--- src/rtl/serial_adder.sv ---
// -----------------------------------------------------------------------------
// serial_adder
//   Digit-serial adder/subtractor. Adds two WIDTH-bit operands DIGIT bits per
//   clock using a single DIGIT-wide full-adder slice and a registered carry.
//   Computes A + B + c_in (sub=0) or A + ~B + c_in (sub=1; c_in=1 gives A-B).
//
// Parameters
//   WIDTH  operand/result width in bits (>= 2)
//   DIGIT  bits processed per RUN cycle (must divide WIDTH)
//
// Ports
//   clk        rising-edge clock
//   rst_n      asynchronous active-low reset
//   in_valid   command/operands present
//   in_ready   block can accept a command (state IDLE)
//   a, b       operands (unsigned or two's complement)
//   c_in       carry into bit 0
//   sub        0: A+B+c_in, 1: A+~B+c_in
//   out_valid  result available (state DONE)
//   out_ready  consumer accepts the result
//   sum        result, modulo 2^WIDTH
//   c_out      carry out of the MSB
//   overflow   signed overflow (carry into MSB XOR carry out of MSB)
// -----------------------------------------------------------------------------
module serial_adder #(
    parameter int WIDTH = 8,
    parameter int DIGIT = 1
) (
    input  logic             clk,
    input  logic             rst_n,
    input  logic             in_valid,
    output logic             in_ready,
    input  logic [WIDTH-1:0] a,
    input  logic [WIDTH-1:0] b,
    input  logic             c_in,
    input  logic             sub,
    output logic             out_valid,
    input  logic             out_ready,
    output logic [WIDTH-1:0] sum,
    output logic             c_out,
    output logic             overflow
);

    localparam int NDIG = WIDTH / DIGIT;
    localparam int CNTW = (NDIG > 1) ? $clog2(NDIG) : 1;
    localparam logic [CNTW-1:0] LAST = CNTW'(NDIG - 1);

    if (WIDTH < 2) begin : g_bad_width
        $error("serial_adder: WIDTH must be >= 2");
    end
    if (DIGIT < 1 || (WIDTH % DIGIT) != 0) begin : g_bad_digit
        $error("serial_adder: DIGIT must be >= 1 and divide WIDTH");
    end

    typedef enum logic [1:0] {
        IDLE,
        RUN,
        DONE
    } state_t;

    state_t           state_q;
    logic [WIDTH-1:0] a_q;
    logic [WIDTH-1:0] b_q;      // B already conditionally inverted
    logic [WIDTH-1:0] sum_q;
    logic             carry_q;
    logic             c_out_q;
    logic             ovf_q;
    logic [CNTW-1:0]  cnt_q;

    // Shared digit slice. Operands are shifted right each RUN cycle, so the
    // current digit always sits in the low DIGIT bits.
    logic [DIGIT-1:0] a_dig;
    logic [DIGIT-1:0] b_dig;
    logic [DIGIT-1:0] s_dig;
    logic             cy;
    logic             msb_cin;

    always_comb begin
        a_dig          = a_q[DIGIT-1:0];
        b_dig          = b_q[DIGIT-1:0];
        {cy, s_dig}    = {1'b0, a_dig} + {1'b0, b_dig} + {{DIGIT{1'b0}}, carry_q};
        // Carry into the top bit of this digit; meaningful on the last digit,
        // where that bit is the result MSB.
        msb_cin        = a_dig[DIGIT-1] ^ b_dig[DIGIT-1] ^ s_dig[DIGIT-1];
    end

    always_ff @(posedge clk or negedge rst_n) begin
        if (!rst_n) begin
            state_q <= IDLE;
            a_q     <= '0;
            b_q     <= '0;
            sum_q   <= '0;
            carry_q <= 1'b0;
            c_out_q <= 1'b0;
            ovf_q   <= 1'b0;
            cnt_q   <= '0;
        end else begin
            unique case (state_q)
                IDLE: begin
                    if (in_valid) begin
                        a_q     <= a;
                        b_q     <= sub ? ~b : b;
                        carry_q <= c_in;
                        sum_q   <= '0;
                        c_out_q <= 1'b0;
                        ovf_q   <= 1'b0;
                        cnt_q   <= '0;
                        state_q <= RUN;
                    end
                end
                RUN: begin
                    a_q     <= a_q >> DIGIT;
                    b_q     <= b_q >> DIGIT;
                    // Each new digit enters at the top and moves down, so after
                    // NDIG cycles digit k lands at bits [k*DIGIT +: DIGIT].
                    sum_q   <= (sum_q >> DIGIT) | (WIDTH'(s_dig) << (WIDTH - DIGIT));
                    carry_q <= cy;
                    cnt_q   <= cnt_q + 1'b1;
                    if (cnt_q == LAST) begin
                        c_out_q <= cy;
                        ovf_q   <= msb_cin ^ cy;
                        state_q <= DONE;
                    end
                end
                DONE: begin
                    if (out_ready) begin
                        state_q <= IDLE;
                    end
                end
                default: state_q <= IDLE;
            endcase
        end
    end

    assign in_ready  = (state_q == IDLE);
    assign out_valid = (state_q == DONE);
    assign sum       = sum_q;
    assign c_out     = c_out_q;
    assign overflow  = ovf_q;

endmodule

--- config.mk ---
export PLATFORM = sky130hd
export DESIGN_NAME = serial_adder
export DESIGN_NICKNAME = d
export VERILOG_FILES = /design/src/rtl/serial_adder.sv
export SDC_FILE = /design/constraint.sdc
export NUM_CORES = 1
export LEC_CHECK = 0
export CAP_MARGIN = 20
export CORE_MARGIN = 2
export CORE_UTILIZATION = 53
export DETAILED_ROUTE_END_ITERATION = 8
export MAX_ROUTING_LAYER = met4
export PLACE_DENSITY_LB_ADDON = 0.05
export SLEW_MARGIN = 20
export SYNTH_ARGS = -nofsm -noshare
export SYNTH_HDL_FRONTEND = slang
export SYNTH_SLANG_ARGS = --single-unit
--- constraint.sdc ---
create_clock -name clk -period 4.24 [get_ports clk]
set_input_delay 0.848 -clock clk [delete_from_list [all_inputs] [get_ports clk]]
set_output_delay 0.848 -clock clk [all_outputs]
set_load 0.05 [all_outputs]
Yosys cells after proc, flatten, opt, wreduce, memory -nomap -nowiden

Cells that the tools add are included.

Flip-flop bits (word level): 32
Bits in latches: 0
Bits in writable memories: 0
Bits in read-only memories: 0
Input bits: 22
Output and inout bits: 12
Word-level logic and storage cells: 47
Memories kept: 0

$add $sub $neg: 3
Multiply operators: 0
Div/mod/pow operators: 0
Order comparisons: 0
Eq/ne operators: 6
Shift operators: 0
Mux-type cells: 20
Bitwise operators: 5
Reduce and logical (&&, ||, !) cells: 5

Operators by type and width:

| kind                  | count |
|---|---|
| $pmux W8 S2           | 3 |
| $mux W8               | 4 |
| $not A8 Y8            | 1 |
| $or A7 B8 Y8          | 1 |
| $mux W2               | 3 |
| $pmux W1 S2           | 3 |
| $pmux W2 S3           | 1 |
| $pmux W3 S2           | 1 |
| $reduce_and A3 Y1     | 2 |
| $mux W1               | 4 |
| $ne A2 B2 Y1 const B  | 2 |
| $add A3 B1 Y3 const B | 1 |
| $eq A3 B3 Y1 const B  | 1 |
| $mux W3               | 1 |
| $xor A1 B1 Y1         | 3 |
| $add A1 B1 Y2         | 1 |
| $add A2 B1 Y2         | 1 |
| $eq A2 B1 Y1 const B  | 1 |
| $eq A2 B2 Y1 const B  | 1 |
| $logic_not A2 Y1      | 1 |
| $ne A2 B1 Y1 const B  | 1 |
| $reduce_and A2 Y1     | 1 |
| $reduce_bool A2 Y1    | 1 |

Logic depth before layout (Yosys ltp)

Gate-level depths: netlist of the first run.

Depth after elaboration: 6
Mapped depth: 5
Gate-level depth less buffers: 5

Worst setup path after synthesis of the first run

Ideal clock, no wire load.

Path type: reg2out
From: register state_q[0]
To: output in_ready
Arrival: 1311 ps
Required time: 3392 ps
Slack: 2081 ps
Cell stages (with the launch flop): 4
Buffers on the path: 2
Cell sequence: dfrtp_1 -> buf_6 -> buf_2 -> nor2_1

Longest elaborated chain between the ends: 1

Ends and longest elaborated chain:

| item                   | line | text |
|---|---|---|
| start, declared        | 61   | `state_t state_q;` |
| start signal, assigned | 89   | `state_q <= IDLE;` |
| start signal, assigned | 108  | `state_q <= RUN;` |
| start signal, assigned | 122  | `state_q <= DONE;` |
| $logic_not A2 Y1       | 135  | `assign in_ready = (state_q == IDLE);` |
| end, declared          | 32   | `output logic in_ready,` |

No other way between the ends.

Worst setup path after layout of the first run

From: register state_q[1]
To: output out_valid

Longest elaborated chain between the ends: 1

Ends and longest elaborated chain:

| item          | line | text |
|---|---|---|
| $eq A2 B2 Y1  | 136  | `assign out_valid = (state_q == DONE);` |
| end, declared | 37   | `output logic out_valid,` |

No other way between the ends.

==> impl_results.md, run 1 <==
- Area of the multi-input gates: 653.1 um^2
- Post-synth net total: 159
- Largest family of logic cells by synthesized area: compound AO/OA/AOI/OAI gates
- Finished Cell Area: 1914 um^2
- Outcome: complete, no violations
- Commonest non-fill, non-tap cell in the layout: clkdlybuf4s50_1
- Synth top area share: 0.5199
- DR DRC count: 0
- First-pass GRT wire length: 4864 um
- Die Area: 3354 um^2
- Placed Area: 1834 um^2
- Achievable Freq: 0.3447 GHz
- RR Startpoint: state_q[0]
- PortBufs: 33
- Clk buf depth: 2
- Wirelength, routed: 2852 um
- Most frequent cells in the layout: clkdlybuf4s50_1 (33), dfrtp_1 (32), o21ai_1 (19), nand2_1 (15), a22o_1 (12)
- HP Class: flop to flop
- Diode count: 0
- Clk Latency, worst-skew pair: 0.32 ns
- Clock sinks: 32
- Setup Fix Bufs, Post-CTS: 0
- Dominant cells by area after synthesis: dfrtp_1 (52%), a22o_1 (6.8%), o21ai_1 (6.2%)
- Initial DRC count: 33
- WP data required: 3.39 ns
- H-tree levels: 2
- Routed length per instance: 14.40 um
- Worst Hold End: a_q[3]
- Post-CTS sizing: 0
- Area leader, netlist: dfrtp_1
- Xor/xnor share of the synthesized area: 0.06255
- Grt total ovfl: 0
- Layout area overhead: 24.29%
- CP Capture Type: output port
- Max-cap viol count: 0
- Overall power: 1.389 mW
- Share of cells above drive strength 1: 0.06587
- Die Span Y: 57.91 um
- Synth Register Bits: 32
- Peak VDD IR: 0.4345 mV
- Final hold violations: 0
- Seq/Total Area, Yosys: 0.5199
- R2R Path End: a_q[6]
- Final Cycle Share: 0.6842
- GPL Wtd Cong: 0.7772
- Synth Area in Compound Gates: 0.2055
- Final core utilization: 0.6942
- Top Ports: 34
- RSZ-0062 raised after global routing: false
- Register Area: 800.8 um^2
- Rel. slew slack: 0.5014
- CTS tree: yes
- WP data arrival: 2.05 ns
- R2R cell count: 3
- Worst min-delay path startpoint: a_q[3]
- Post-synthesis adder-cell area fraction: 0.02924
- Setup violations, final: 0
- Largest net degree at the start of global routing: 36
- CTS root buf: clkbuf_4
- Worst setup path category: flop to output port
- Hold Path Depth: 2
- Initial antenna violation count: 0
- Fin crit period: 2.901 ns
- P_leak: 0.8722 nW
- Vias: 1113
- Vias/cell: 5.621
- Synthesized area: 1540 um^2
- Count of different cell masters after synthesis: 23
- Fillers: 229
- Mapped Cells: 134
- Antenna viol nets, final: 0
- Final layout net count: 191
- First-pass DRT Iterations: 4
- FP Rows: 19
- Simple-gate area share of the yosys netlist: 0.08773
- TNS Setup: 0 ns
- Cts bufs inserted: 5
- CTS Hold Buffers Added: 0
- Initial Util: 0.5585
- Yosys warns: 0
- R2R setup slack: 2.46 ns
- P per Cell Area: 725.5 nW/um^2
- Vias in the first global route: 1117
- Skew final: 0.003390 ns
- Core ar.: 2758 um^2
- Mux contribution to synthesized area: 0.03899
- Slew @ Worst Pin: 0.7459 ns
- Min Hold Slack: 0.4964 ns
- Fin. max-slew vios: 0
- Reg clk slew, reported paths: 0.10 ns
- Avg Inst Size Synth: 11.49 um^2
- DP HPWL: 1951 um
- Die X-Extent: 57.91 um
- Nature of the critical path startpoint: flop
- GRT Total Usage: 0.1944
- CP Max Fanout: 15
[logic make-up (layout without fill, tap and decap cells)]
family / Yosys count / count (layout)
buf+inv: 10 / 43
mux: 6 / 6
compound gates: 46 / 46
fa+ha+maj: 3 / 3
flops: 32 / 32
simple gates: 26 / 26
xor+xnor: 11 / 11
[synth_stat cells]
library cell,count
a21oi_1,4
buf_2,3
buf_6,6
fa_1,1
nand2_1,15
o21ai_1,19
xnor2_1,3
o21bai_1,1
ha_1,2
a22oi_1,8
o21bai_4,1
and2b_1,2
dfrtp_1,32
mux2i_1,6
and3b_1,1
xor2_1,8
inv_1,1
a22o_1,12
nor2b_4,1
nand2b_1,2
nor2b_1,4
nor2_1,1
a32o_1,1
[through the flow]
stage          instances  worst slack (ns)
3_5_place_dp         190             1.689
5_1_grt              198             1.209
6_report             198             1.339
4_1_cts              198             1.324
3_3_place_gp         190             1.714
2_1_floorplan        134             2.081
[critical path: stages (launching register included)]
cell             delay, ns
dfrtp_1               0.72
nand2b_1              0.15
inv_1                 0.08
clkdlybuf4s50_1       0.79
[how the worst max path moves through the flow]
stage               startpoint         to  depth (start not counted)
CTS                 state_q[0]  out_valid                          3
floorplan           state_q[0]   in_ready                          3
global placement    state_q[0]  out_valid                          3
global route        state_q[0]  out_valid                          3
finish              state_q[1]  out_valid                          3
detailed placement  state_q[0]  out_valid                          3
[per-layer routing]
layer	GRT usage	up-vias	share of wire
li1	-	539	-
met1	0.2467	537	0.45
met2	0.2971	27	0.49
met3	0.04464	10	0.047
met4	0.08970	0	0.022
met5	-	-	0
[area by class of cell]
| class | count | area share |
|---|---|---|
| inverter | 1 | 0.001961 |
| sequential | 32 | 0.4183 |
| tap | 31 | 0.02026 |
| clock inverter | 3 | 0.02222 |
| multi-input combinational | 92 | 0.3412 |
| timing repair buffer | 34 | 0.1765 |
| clock buffer | 5 | 0.01961 |
[registers in the layout, summed over array words and instances, names as in the netlist]
signal,cells
b_q,8
overflow,1
carry_q,1
sum,8
c_out,1
cnt_q,3
a_q,8
state_q,2
[power breakdown]
| group | total, mW | switching, mW | internal (mW) |
|---|---|---|---|
| logic | 0.635 | 0.357 | 0.278 |
| registers | 0.528 | 0.104 | 0.424 |
| clock network | 0.226 | 0.103 | 0.123 |
| total | 1.39 | 0.565 | 0.824 |
(Power assumes the default switching activity.)
==> run 2, diff against run 1 <==
- CORE_UTILIZATION: 53 -> 49
- clock period: 4.24 -> 2.75 ns (I/O delays scaled with it)
==> impl_results.md, run 2 (synthesized netlist as in run 1, its figures left out) <==
- Outcome: complete, no violations
- GPL Wtd Cong: 0.7934
- Share of cells above drive strength 1: 0.07647
- P per Cell Area: 1098 nW/um^2
- Reg clk slew, reported paths: 0.09 ns
- Worst Slack Setup Final: 0.3258 ns
- Hold Path Depth: 1
- Max Used Layer: met4
- WP data arrival: 1.87 ns
- Clk buf depth: 2
- Achievable Freq: 0.4125 GHz
- Metal2 WL: 1351 um
- Routed length per instance: 13.05 um
- Register Area: 800.8 um^2
- WL met1: 1247 um
- CTS Hold Buffers Added: 0
- FP Rows: 20
- Core ar.: 3028 um^2
- Most frequent cells in the layout: clkdlybuf4s50_1 (33), dfrtp_1 (32), o21ai_1 (19), nand2_1 (15), a22o_1 (12)
- DR DRC count: 0
- First-pass GRT wire length: 4947 um
- Worst setup path category: flop to output port
- Initial Util: 0.5087
- Vias/cell: 5.248
- Worst min-delay path startpoint: cnt_q[0]
- CTS root buf: clkbuf_4
- Clk Latency, worst-skew pair: 0.34 ns
- R2R Path End: b_q[7]
- Max-cap viol count: 0
- PortBufs: 33
- Commonest non-fill, non-tap cell in the layout: clkdlybuf4s50_1
- Final layout net count: 194
- Layout area overhead: 26.56%
- R2R cell count: 4
- Die Span Y: 60.07 um
- Slew @ Worst Pin: 0.5564 ns
- Overall power: 2.140 mW
- Die Area: 3608 um^2
- Largest net degree at the start of global routing: 33
- RSZ-0062 raised after global routing: false
- Fin crit period: 2.424 ns
- First-pass DRT Iterations: 4
- RR Startpoint: state_q[0]
- Vias in the first global route: 1121
- Worst Hold End: cnt_q[0]
- CP Capture Type: output port
- Area of the multi-input gates: 653.1 um^2
- Post-CTS sizing: 0
- Rel. slew slack: 0.6281
- WP data required: 2.20 ns
- CP Max Fanout: 18
- H-tree levels: 2
- Fillers: 254
- DP HPWL: 1972 um
- Initial DRC count: 53
- Nature of the critical path startpoint: flop
- Skew final: 0.009048 ns
- Antenna viol nets, final: 0
- TNS Setup: 0 ns
- GRT Total Usage: 0.1943
- R2R setup slack: 1.18 ns
- P_leak: 0.8883 nW
- Wirelength, routed: 2793 um
- Setup Fix Bufs, Post-CTS: 0
- Top Ports: 34
- Initial antenna violation count: 0
- Cts bufs inserted: 5
- Vias: 1123
- Pre-CTS setup slack: 0.6453 ns
- CTS tree: yes
- Final hold violations: 0
- Diode count: 0
- Grt total ovfl: 0
- Clock sinks: 32
- Met3 WL: 141 um
- Setup violations, final: 0
- Fin. max-slew vios: 0
- Final Cycle Share: 0.8815
- Peak VDD IR: 0.4627 mV
- HP Class: flop to flop
- Die X-Extent: 60.07 um
## run 2: layer usage
layer,vias up,track usage
met3,6,0.07143
met2,27,0.3043
met4,0,0.07619
met5,-,-
li1,542,-
met1,548,0.2264
## run 2: critical path: stages (launching register included)
cell,delay (ns)
dfrtp_1,0.39
buf_4,0.20
nor2_1,0.14
clkdlybuf4s50_1,0.82
## run 2: stage by stage
| stage | util | area, um^2 | hold slack (ns) | cells |
|---|---|---|---|---|
| 5_1_grt | 0.6438 | 1949 | 0.5293 | 214 |
| 4_1_cts | 0.6438 | 1949 | 0.5009 | 214 |
| 2_1_floorplan | - | 1540 | 0.2544 | 134 |
| 3_3_place_gp | 0.6186 | 1873 | 0.4683 | 206 |
| 6_report | 0.6438 | 1949 | 0.4964 | 214 |
| 3_5_place_dp | 0.6186 | 1873 | 0.4800 | 206 |
## run 2: power breakdown
group | internal (mW) | total [mW] | leakage (nW) | switching [mW]
Sequential | 0.654 | 0.775 | 0.413 | 0.121
Clock | 0.190 | 0.348 | 0.0422 | 0.158
Combinational | 0.442 | 1.02 | 0.433 | 0.574
Total | 1.29 | 2.14 | 0.888 | 0.853
## run 2: worst max path at each step
stage,end,cells past startpoint,start
final,in_ready,3,state_q[0]
after global routing,in_ready,3,state_q[0]
after CTS,in_ready,3,state_q[0]
after detailed placement,a_q[5],5,in_valid
after global placement,b_q[7],4,in_valid
after floorplan,in_ready,3,state_q[0]
## run 2: cell type report
cell class	count	area share
multi-input cells	92	0.3350
flip-flops and latches	32	0.4108
inverters	1	0.001926
clock inverters	2	0.01797
repair buffers	37	0.1849
well taps	44	0.02824
clock buffers	6	0.02118
